`src/rtl/udp_arp_rx.sv`:
```
// Receive-side frame parser: answers ARP requests for local_ip with a one-cycle pulse,
// and forwards matching IPv4/UDP payload cut-through after a single length beat.
module udp_arp_rx #(
  parameter logic [47:0] local_mac  = 48'h00_0a_35_01_02_03,
  parameter logic [31:0] local_ip   = 32'h10_00_00_80,
  parameter logic [15:0] local_port = 16'h04d2
) (
  input  logic        clk,
  input  logic        rst,
  input  logic        rx_fifo_tvalid,
  output logic        rx_fifo_tready,
  input  logic [7:0]  rx_fifo_tdata,
  input  logic        rx_fifo_tlast,
  input  logic        rx_fifo_tuser,
  output logic        arp_dv_out,
  output logic [47:0] remote_mac,
  output logic [31:0] remote_ip,
  output logic        udp_tvalid,
  input  logic        udp_tready,
  output logic [7:0]  udp_tdata,
  output logic        udp_tlast,
  output logic        udp_tuser,
  output logic        length_tvalid,
  input  logic        length_tready,
  output logic [15:0] length_tdata
);

  typedef enum logic [2:0] {
    S_HDR, S_CHK1, S_CHK2, S_ARPEND, S_LEN, S_PAY, S_FORCE, S_DROP
  } state_t;

  state_t      r_state;
  state_t      w_state_next;

  logic [7:0]  r_byte_cnt;
  logic [7:0]  r_hdr [0:41];
  logic        r_tlast_seen;
  logic        r_err;
  logic [19:0] r_csum;
  logic        r_arp_ok;
  logic        r_udp_ok;
  logic [15:0] r_len;
  logic [15:0] r_pay_cnt;
  logic        r_arp_dv;
  logic [47:0] r_remote_mac;
  logic [31:0] r_remote_ip;

  logic        w_rx_hs;
  logic        w_hdr_entry;
  logic [47:0] w_dst_mac;
  logic [15:0] w_etype;
  logic [15:0] w_w14;
  logic [15:0] w_w16;
  logic [15:0] w_w20;
  logic [31:0] w_ip38;
  logic [31:0] w_ip30;
  logic [15:0] w_dport;
  logic [15:0] w_udp_len;
  logic [15:0] w_ip_word [0:9];
  logic [19:0] w_csum_sum;
  logic [16:0] w_fold1;
  logic [15:0] w_fold2;
  logic        w_csum_ok;
  logic        w_arp_fields;
  logic        w_udp_fields;
  logic        w_arp_end;
  logic        w_arp_err;
  logic        w_pay_last;
  logic        w_trunc;

  assign w_rx_hs   = rx_fifo_tvalid & rx_fifo_tready;

  assign w_dst_mac = {r_hdr[0], r_hdr[1], r_hdr[2], r_hdr[3], r_hdr[4], r_hdr[5]};
  assign w_etype   = {r_hdr[12], r_hdr[13]};
  assign w_w14     = {r_hdr[14], r_hdr[15]};
  assign w_w16     = {r_hdr[16], r_hdr[17]};
  assign w_w20     = {r_hdr[20], r_hdr[21]};
  assign w_ip30    = {r_hdr[30], r_hdr[31], r_hdr[32], r_hdr[33]};
  assign w_ip38    = {r_hdr[38], r_hdr[39], r_hdr[40], r_hdr[41]};
  assign w_dport   = {r_hdr[36], r_hdr[37]};
  assign w_udp_len = {r_hdr[38], r_hdr[39]};

  // IPv4 header words, bytes 14..33
  for (genvar gi = 0; gi < 10; gi++) begin : g_ip_word
    assign w_ip_word[gi] = {r_hdr[14 + 2*gi], r_hdr[15 + 2*gi]};
  end

  always_comb begin
    w_csum_sum = '0;
    for (int i = 0; i < 10; i++) begin
      w_csum_sum = w_csum_sum + {4'd0, w_ip_word[i]};
    end
  end

  // At most 10 words, so one fold leaves a carry of 1 that cannot overflow again
  assign w_fold1   = {1'b0, r_csum[15:0]} + {13'd0, r_csum[19:16]};
  assign w_fold2   = w_fold1[15:0] + {15'd0, w_fold1[16]};
  assign w_csum_ok = (w_fold2 == 16'hFFFF);

  assign w_arp_fields = ((w_dst_mac == 48'hFFFF_FFFF_FFFF) || (w_dst_mac == local_mac)) &&
                        (w_etype == 16'h0806) && (w_w14 == 16'h0001) &&
                        (w_w16 == 16'h0800) && (r_hdr[18] == 8'h06) && (r_hdr[19] == 8'h04) &&
                        (w_w20 == 16'h0001) && (w_ip38 == local_ip);

  assign w_udp_fields = (w_dst_mac == local_mac) && (w_etype == 16'h0800) &&
                        (r_hdr[14] == 8'h45) && (r_hdr[23] == 8'h11) &&
                        ((w_w20 & 16'h3FFF) == 16'h0000) && (w_ip30 == local_ip) &&
                        (w_dport == local_port) && (w_udp_len >= 16'd9);

  assign w_arp_end  = r_tlast_seen | (w_rx_hs & rx_fifo_tlast);
  assign w_arp_err  = r_err | (w_rx_hs & rx_fifo_tuser);
  assign w_pay_last = (r_pay_cnt == r_len - 16'd1) | rx_fifo_tlast;
  assign w_trunc    = rx_fifo_tlast & (r_pay_cnt != r_len - 16'd1);

  always_ff @(posedge clk or posedge rst) begin
    if (rst) begin
      r_state <= S_HDR;
    end else begin
      r_state <= w_state_next;
    end
  end

  always_comb begin
    w_state_next = r_state;
    case (r_state)
      S_HDR: begin
        if (w_rx_hs) begin
          if (r_byte_cnt == 8'd41) w_state_next = S_CHK1;
          else if (rx_fifo_tlast)  w_state_next = S_HDR;
        end
      end
      S_CHK1: w_state_next = S_CHK2;
      S_CHK2: begin
        if (r_arp_ok)                   w_state_next = S_ARPEND;
        else if (r_udp_ok && w_csum_ok) w_state_next = S_LEN;
        else if (r_tlast_seen)          w_state_next = S_HDR;
        else                            w_state_next = S_DROP;
      end
      S_ARPEND: if (w_arp_end) w_state_next = S_HDR;
      S_LEN:    if (length_tready) w_state_next = r_tlast_seen ? S_FORCE : S_PAY;
      S_PAY: begin
        if (w_rx_hs && w_pay_last) w_state_next = rx_fifo_tlast ? S_HDR : S_DROP;
      end
      S_FORCE:  if (udp_tready) w_state_next = S_HDR;
      S_DROP:   if (w_rx_hs && rx_fifo_tlast) w_state_next = S_HDR;
      default:  w_state_next = S_HDR;
    endcase
  end

  always_comb begin
    rx_fifo_tready = 1'b0;
    udp_tvalid     = 1'b0;
    udp_tdata      = 8'd0;
    udp_tlast      = 1'b0;
    udp_tuser      = 1'b0;
    length_tvalid  = 1'b0;
    length_tdata   = 16'd0;
    case (r_state)
      S_HDR, S_DROP: rx_fifo_tready = 1'b1;
      S_ARPEND:      rx_fifo_tready = ~r_tlast_seen;
      S_LEN: begin
        length_tvalid = 1'b1;
        length_tdata  = r_len;
      end
      S_PAY: begin
        rx_fifo_tready = udp_tready;
        udp_tvalid     = rx_fifo_tvalid;
        udp_tdata      = rx_fifo_tdata;
        udp_tlast      = w_pay_last;
        udp_tuser      = w_pay_last & (rx_fifo_tuser | w_trunc);
      end
      S_FORCE: begin
        udp_tvalid = 1'b1;
        udp_tlast  = 1'b1;
        udp_tuser  = 1'b1;
      end
      default: ;
    endcase
    // The FIFO shares rst; nothing is accepted while it is held
    if (rst) rx_fifo_tready = 1'b0;
  end

  always_ff @(posedge clk) begin
    if (r_state == S_HDR && w_rx_hs) begin
      r_hdr[r_byte_cnt[5:0]] <= rx_fifo_tdata;
    end
  end

  assign w_hdr_entry = (w_state_next == S_HDR) &&
                       ((r_state != S_HDR) || (w_rx_hs && rx_fifo_tlast));

  always_ff @(posedge clk or posedge rst) begin
    if (rst) begin
      r_byte_cnt   <= 8'd0;
      r_tlast_seen <= 1'b0;
      r_err        <= 1'b0;
      r_csum       <= 20'd0;
      r_arp_ok     <= 1'b0;
      r_udp_ok     <= 1'b0;
      r_len        <= 16'd0;
      r_pay_cnt    <= 16'd0;
      r_arp_dv     <= 1'b0;
      r_remote_mac <= 48'd0;
      r_remote_ip  <= 32'd0;
    end else begin
      if (w_hdr_entry)                          r_byte_cnt <= 8'd0;
      else if (w_rx_hs && r_byte_cnt != 8'hFF)  r_byte_cnt <= r_byte_cnt + 8'd1;

      if (r_state == S_HDR && w_rx_hs && r_byte_cnt == 8'd41) begin
        r_tlast_seen <= rx_fifo_tlast;
        r_err        <= rx_fifo_tuser;
      end else if (r_state == S_ARPEND && w_rx_hs) begin
        r_err <= r_err | rx_fifo_tuser;
      end

      if (r_state == S_CHK1) begin
        r_csum   <= w_csum_sum;
        r_arp_ok <= w_arp_fields;
        r_udp_ok <= w_udp_fields;
        r_len    <= w_udp_len - 16'd8;
      end

      if (r_state == S_LEN)               r_pay_cnt <= 16'd0;
      else if (r_state == S_PAY && w_rx_hs) r_pay_cnt <= r_pay_cnt + 16'd1;

      r_arp_dv <= (r_state == S_ARPEND) && w_arp_end && !w_arp_err;
      if ((r_state == S_ARPEND) && w_arp_end && !w_arp_err) begin
        r_remote_mac <= {r_hdr[22], r_hdr[23], r_hdr[24], r_hdr[25], r_hdr[26], r_hdr[27]};
        r_remote_ip  <= {r_hdr[28], r_hdr[29], r_hdr[30], r_hdr[31]};
      end
    end
  end

  assign arp_dv_out = r_arp_dv;
  assign remote_mac = r_remote_mac;
  assign remote_ip  = r_remote_ip;

endmodule

```
`config.mk`:
```
export PLATFORM = sky130hd
export DESIGN_NAME = udp_arp_rx
export DESIGN_NICKNAME = d
export VERILOG_FILES = /design/src/rtl/udp_arp_rx.sv
export SDC_FILE = /design/constraint.sdc
export NUM_CORES = 1
export LEC_CHECK = 0
export CORE_MARGIN = 2
export CORE_UTILIZATION = 40
export DETAILED_ROUTE_END_ITERATION = 8
export PLACE_DENSITY = 0.53
export SLEW_MARGIN = 10
export SYNTH_ARGS = -nofsm -noshare
export SYNTH_HDL_FRONTEND = slang
export SYNTH_SLANG_ARGS = --single-unit
```
`constraint.sdc`:
```
create_clock -name clk -period 13.3 [get_ports clk]
set_input_delay 1.33 -clock clk [delete_from_list [all_inputs] [get_ports clk]]
set_output_delay 1.33 -clock clk [all_outputs]
set_load 0.02 [all_outputs]
```
==> results_dict.tcl <==
set metrics [dict create \
    vias 12300 \
    gp_congestion 0.844 \
    skew_ns 0.0230 \
    wl_met1_mm 24.2 \
    leakage_nw 9.13 \
    placed_cells 2234 \
    critPathMaxFanout 3 \
    final_cell_mix "edfxtp_1, dfrtp_1, fa_1" \
    slowest_delay_ns 0.56 \
    dp_hpwl_mm 38.0 \
    drive_gt1_frac 0.110 \
    multi_input_area_mm2 0.00807 \
    cap_violations 0 \
    die_area_mm2 0.0530 \
    antenna_left 0 \
    n_antenna_cell 0 \
    htree_levels 2 \
    chipHeight_um 230 \
    synth-seq-cells 420 \
    min-delay-start "r_hdr[39][2]" \
    firstDrtPassIters 4 \
    cts_sinks 420 \
    final_nets 1790 \
    grt_setup_unrepaired "false" \
    ir_worst_vdd_v 0.0000898 \
    io_pins 125 \
    post-route-drc-count 0 \
    cts_tree "done" \
    p_total_mw 2.81 \
    slew_violations 0 \
    r2r-end "r_csum[18]" \
    hold_viol 0 \
    hold_path.class "reg -> reg" \
    final.setup.tns_ns 0 \
    grt_usage 0.204 \
    wl_per_cell_um 22.9 \
    ys_top_cells_by_area "edfxtp_1, dfrtp_1, fa_1" \
    rr_worst_depth 16 \
    ff2ff_setup_slack_ns 7.80 \
    setup_violations 0 \
    finalCritPeriodShare 0.414 \
    cp_cell_sequence "fa_1 > inv_1 > fa_1 > inv_1 > fa_1 > fa_1 > fa_1 > ha_1 > a211oi_1 > a211oi_1 > a211oi_2 > a21oi_1 > a211o_1 > o41ai_1 > xor2_1 > o21ai_1" \
    clockBufferDepth 3 \
    setup_ws_ns 7.80 \
    hold_depth 2 \
    regArea_mm2 0.0119 \
    drtIter0Drc 1091 \
    grt_pass1_wl_mm 80.0 \
    post_cts_buffers 0 \
    yosysTopAreaCellShare 0.399 \
    port_buffers 124 \
    synthCells 1473 \
    routed_wl_mm 53.2 \
    arrival_ns 5.93 \
    crit_family "adder cells" \
    std_cell_rows 82 \
    worst_pin_slew_ns 1.19 \
    wl_met2_mm 25.4 \
    syn_nets 1652 \
    hold_end "r_len[2]" \
    fin_cells 2320 \
    cp-start-kind "flip-flop" \
    timing.critical_path.mode_cell "fa_1" \
    yosys_warnings 0 \
    avgSynthCellArea_um2 13.9 \
    powerDensity_mw_per_mm2 117 \
    grt_overflow 0 \
    crit_slowest_cell "fa_1" \
    critPathRequiredTime_ns 13.73 \
    met3_length_mm 2.75 \
    path_buf_inv 2 \
    start_util 0.407 \
    synth_ff_type "edfxtp_1" \
    ctsRootBufferMaster "clkbuf_16" \
    num-fill-cells 4429 \
    clk_pin_slew_ns 0.06 \
    cts_buffers 47 \
    antenna_found_initial 4 \
    post-place-ws_ns 7.84 \
    synth_edf_count 272 \
    top_layer "met4" \
    async_flop_share 0.352 \
    die_w_um 230 \
    grt_pass1_vias 12800 \
    critical_path_class "reg -> reg" \
    vias_per_cell 5.32 \
    synth.distinct_cells 77 \
    postCtsHoldBufs 0 \
    syn2layout_area_growth_pct 17.2 \
    synth_top_area_cell "edfxtp_1" \
    cts_resized 0 \
    clock_latency_ns 0.59 \
    ys_seq_area_frac 0.580 \
    endpoint_kind "flip-flop" \
    timing.fmax_ghz 0.182 \
    netlist_area_mm2 0.0205 \
    grt_max_degree 90 \
    period_minus_slack_ns 5.50 \
    r2r_start "r_hdr[17][7]" \
    final_common_cell "edfxtp_1" \
    core_area_mm2 0.0504 \
    status "finished, final reports clean" \
    slew_headroom 0.202 \
]
-- sequential cells by signal, indices dropped and copies added (netlist names) --
name and cells:
r_hdr 272, remote_mac 48, remote_ip 32, r_csum 20
r_len 16, r_pay_cnt 16, r_byte_cnt 8, r_state 3
arp_dv_out 1, r_arp_ok 1, r_err 1, r_tlast_seen 1
r_udp_ok 1
-- worst max path at each step --
| stage | from | to | slack [ns] | cells past startpoint |
|---|---|---|---|---|
| finish | r_hdr[17][7] | r_csum[18] | 7.80 | 16 |
| global route | r_hdr[17][7] | r_csum[18] | 7.42 | 16 |
| CTS | r_hdr[17][7] | r_csum[18] | 7.79 | 16 |
| detailed placement | r_hdr[17][7] | r_csum[18] | 7.84 | 16 |
| global placement | r_hdr[29][2] | r_csum[18] | 7.91 | 16 |
| floorplan | rst | r_hdr[25][0] | 7.02 | 4 |
-- stage by stage --
stage	hold WS, ns	cell area (um2)	utilization
6_report	0.462	24000	0.477
2_1_floorplan	0.432	20500	-
5_1_grt	0.503	24000	0.477
3_5_place_dp	0.446	22500	0.446
3_3_place_gp	0.448	22500	0.446
4_1_cts	0.463	24000	0.477
-- cell families after synthesis --
family,share of synthesized area
xor gates and xnor gates,0.0299
AOI/OAI and AO/OA,0.0541
DFF,0.580
muxes,0.0474
and+or+nand+nor,0.115
buffers and inverters,0.0271
adders and majority gates,0.147
-- worst reg2reg max path: cells and delay by family (launching register included) --
kind            cells  cell delay, ns
compound gates      7            1.65
flops               1            0.42
fa+ha+maj           6            2.99
xor+xnor            1            0.18
buf+inv             2            0.11
-- metal layers --
layer	up-vias	global-route usage
met5	-	0
met4	0	0.0466
met3	49	0.0339
met2	299	0.327
met1	6387	0.291
li1	5608	-
-- report_power, final --
| group | total (mW) | internal (mW) | switching (mW) |
|---|---|---|---|
| sequential | 1.43 | 1.41 | 0.0165 |
| clock | 1.30 | 0.770 | 0.526 |
| combinational | 0.0889 | 0.0245 | 0.0644 |
-- cell type report --
cell class,count,share of cell area
well taps,672,0.0350
inverters,89,0.0141
repair buffers,140,0.0567
clock inverters,24,0.0105
flip-flops and latches,420,0.494
clock buffers,62,0.0531
multi-input cells,913,0.336
-- synthesized netlist by cell type (3+ instances only) --
| cell | count |
|---|---|
| xnor2_1 | 36 |
| mux2i_1 | 7 |
| ha_1 | 38 |
| o21ai_0 | 55 |
| o21a_1 | 5 |
| nor4b_1 | 16 |
| o2111ai_1 | 4 |
| or4_1 | 6 |
| buf_2 | 12 |
| nor2_1 | 82 |
| xor2_1 | 32 |
| edfxtp_1 | 272 |
| nor4_1 | 37 |
| and3_1 | 22 |
| o31ai_1 | 3 |
| o41ai_1 | 3 |
| nand4_1 | 38 |
| nand3b_1 | 8 |
| o211ai_1 | 3 |
| inv_1 | 89 |
| nand3_1 | 26 |
| mux2_1 | 7 |
| nor3b_1 | 4 |
| nor3_1 | 26 |
| a211oi_1 | 6 |
| nand2_1 | 83 |
| dfrtp_1 | 148 |
| nor4_4 | 3 |
| or3_1 | 13 |
| fa_1 | 126 |
| nand2b_1 | 12 |
| nor2b_1 | 13 |
| a21oi_1 | 31 |
| mux2_2 | 73 |
| o21ai_1 | 5 |
| and2_1 | 21 |
| a31oi_1 | 12 |
| a21o_1 | 6 |
| clkbuf_1 | 35 |
| a22o_1 | 4 |
(Power assumes the default switching activity.)
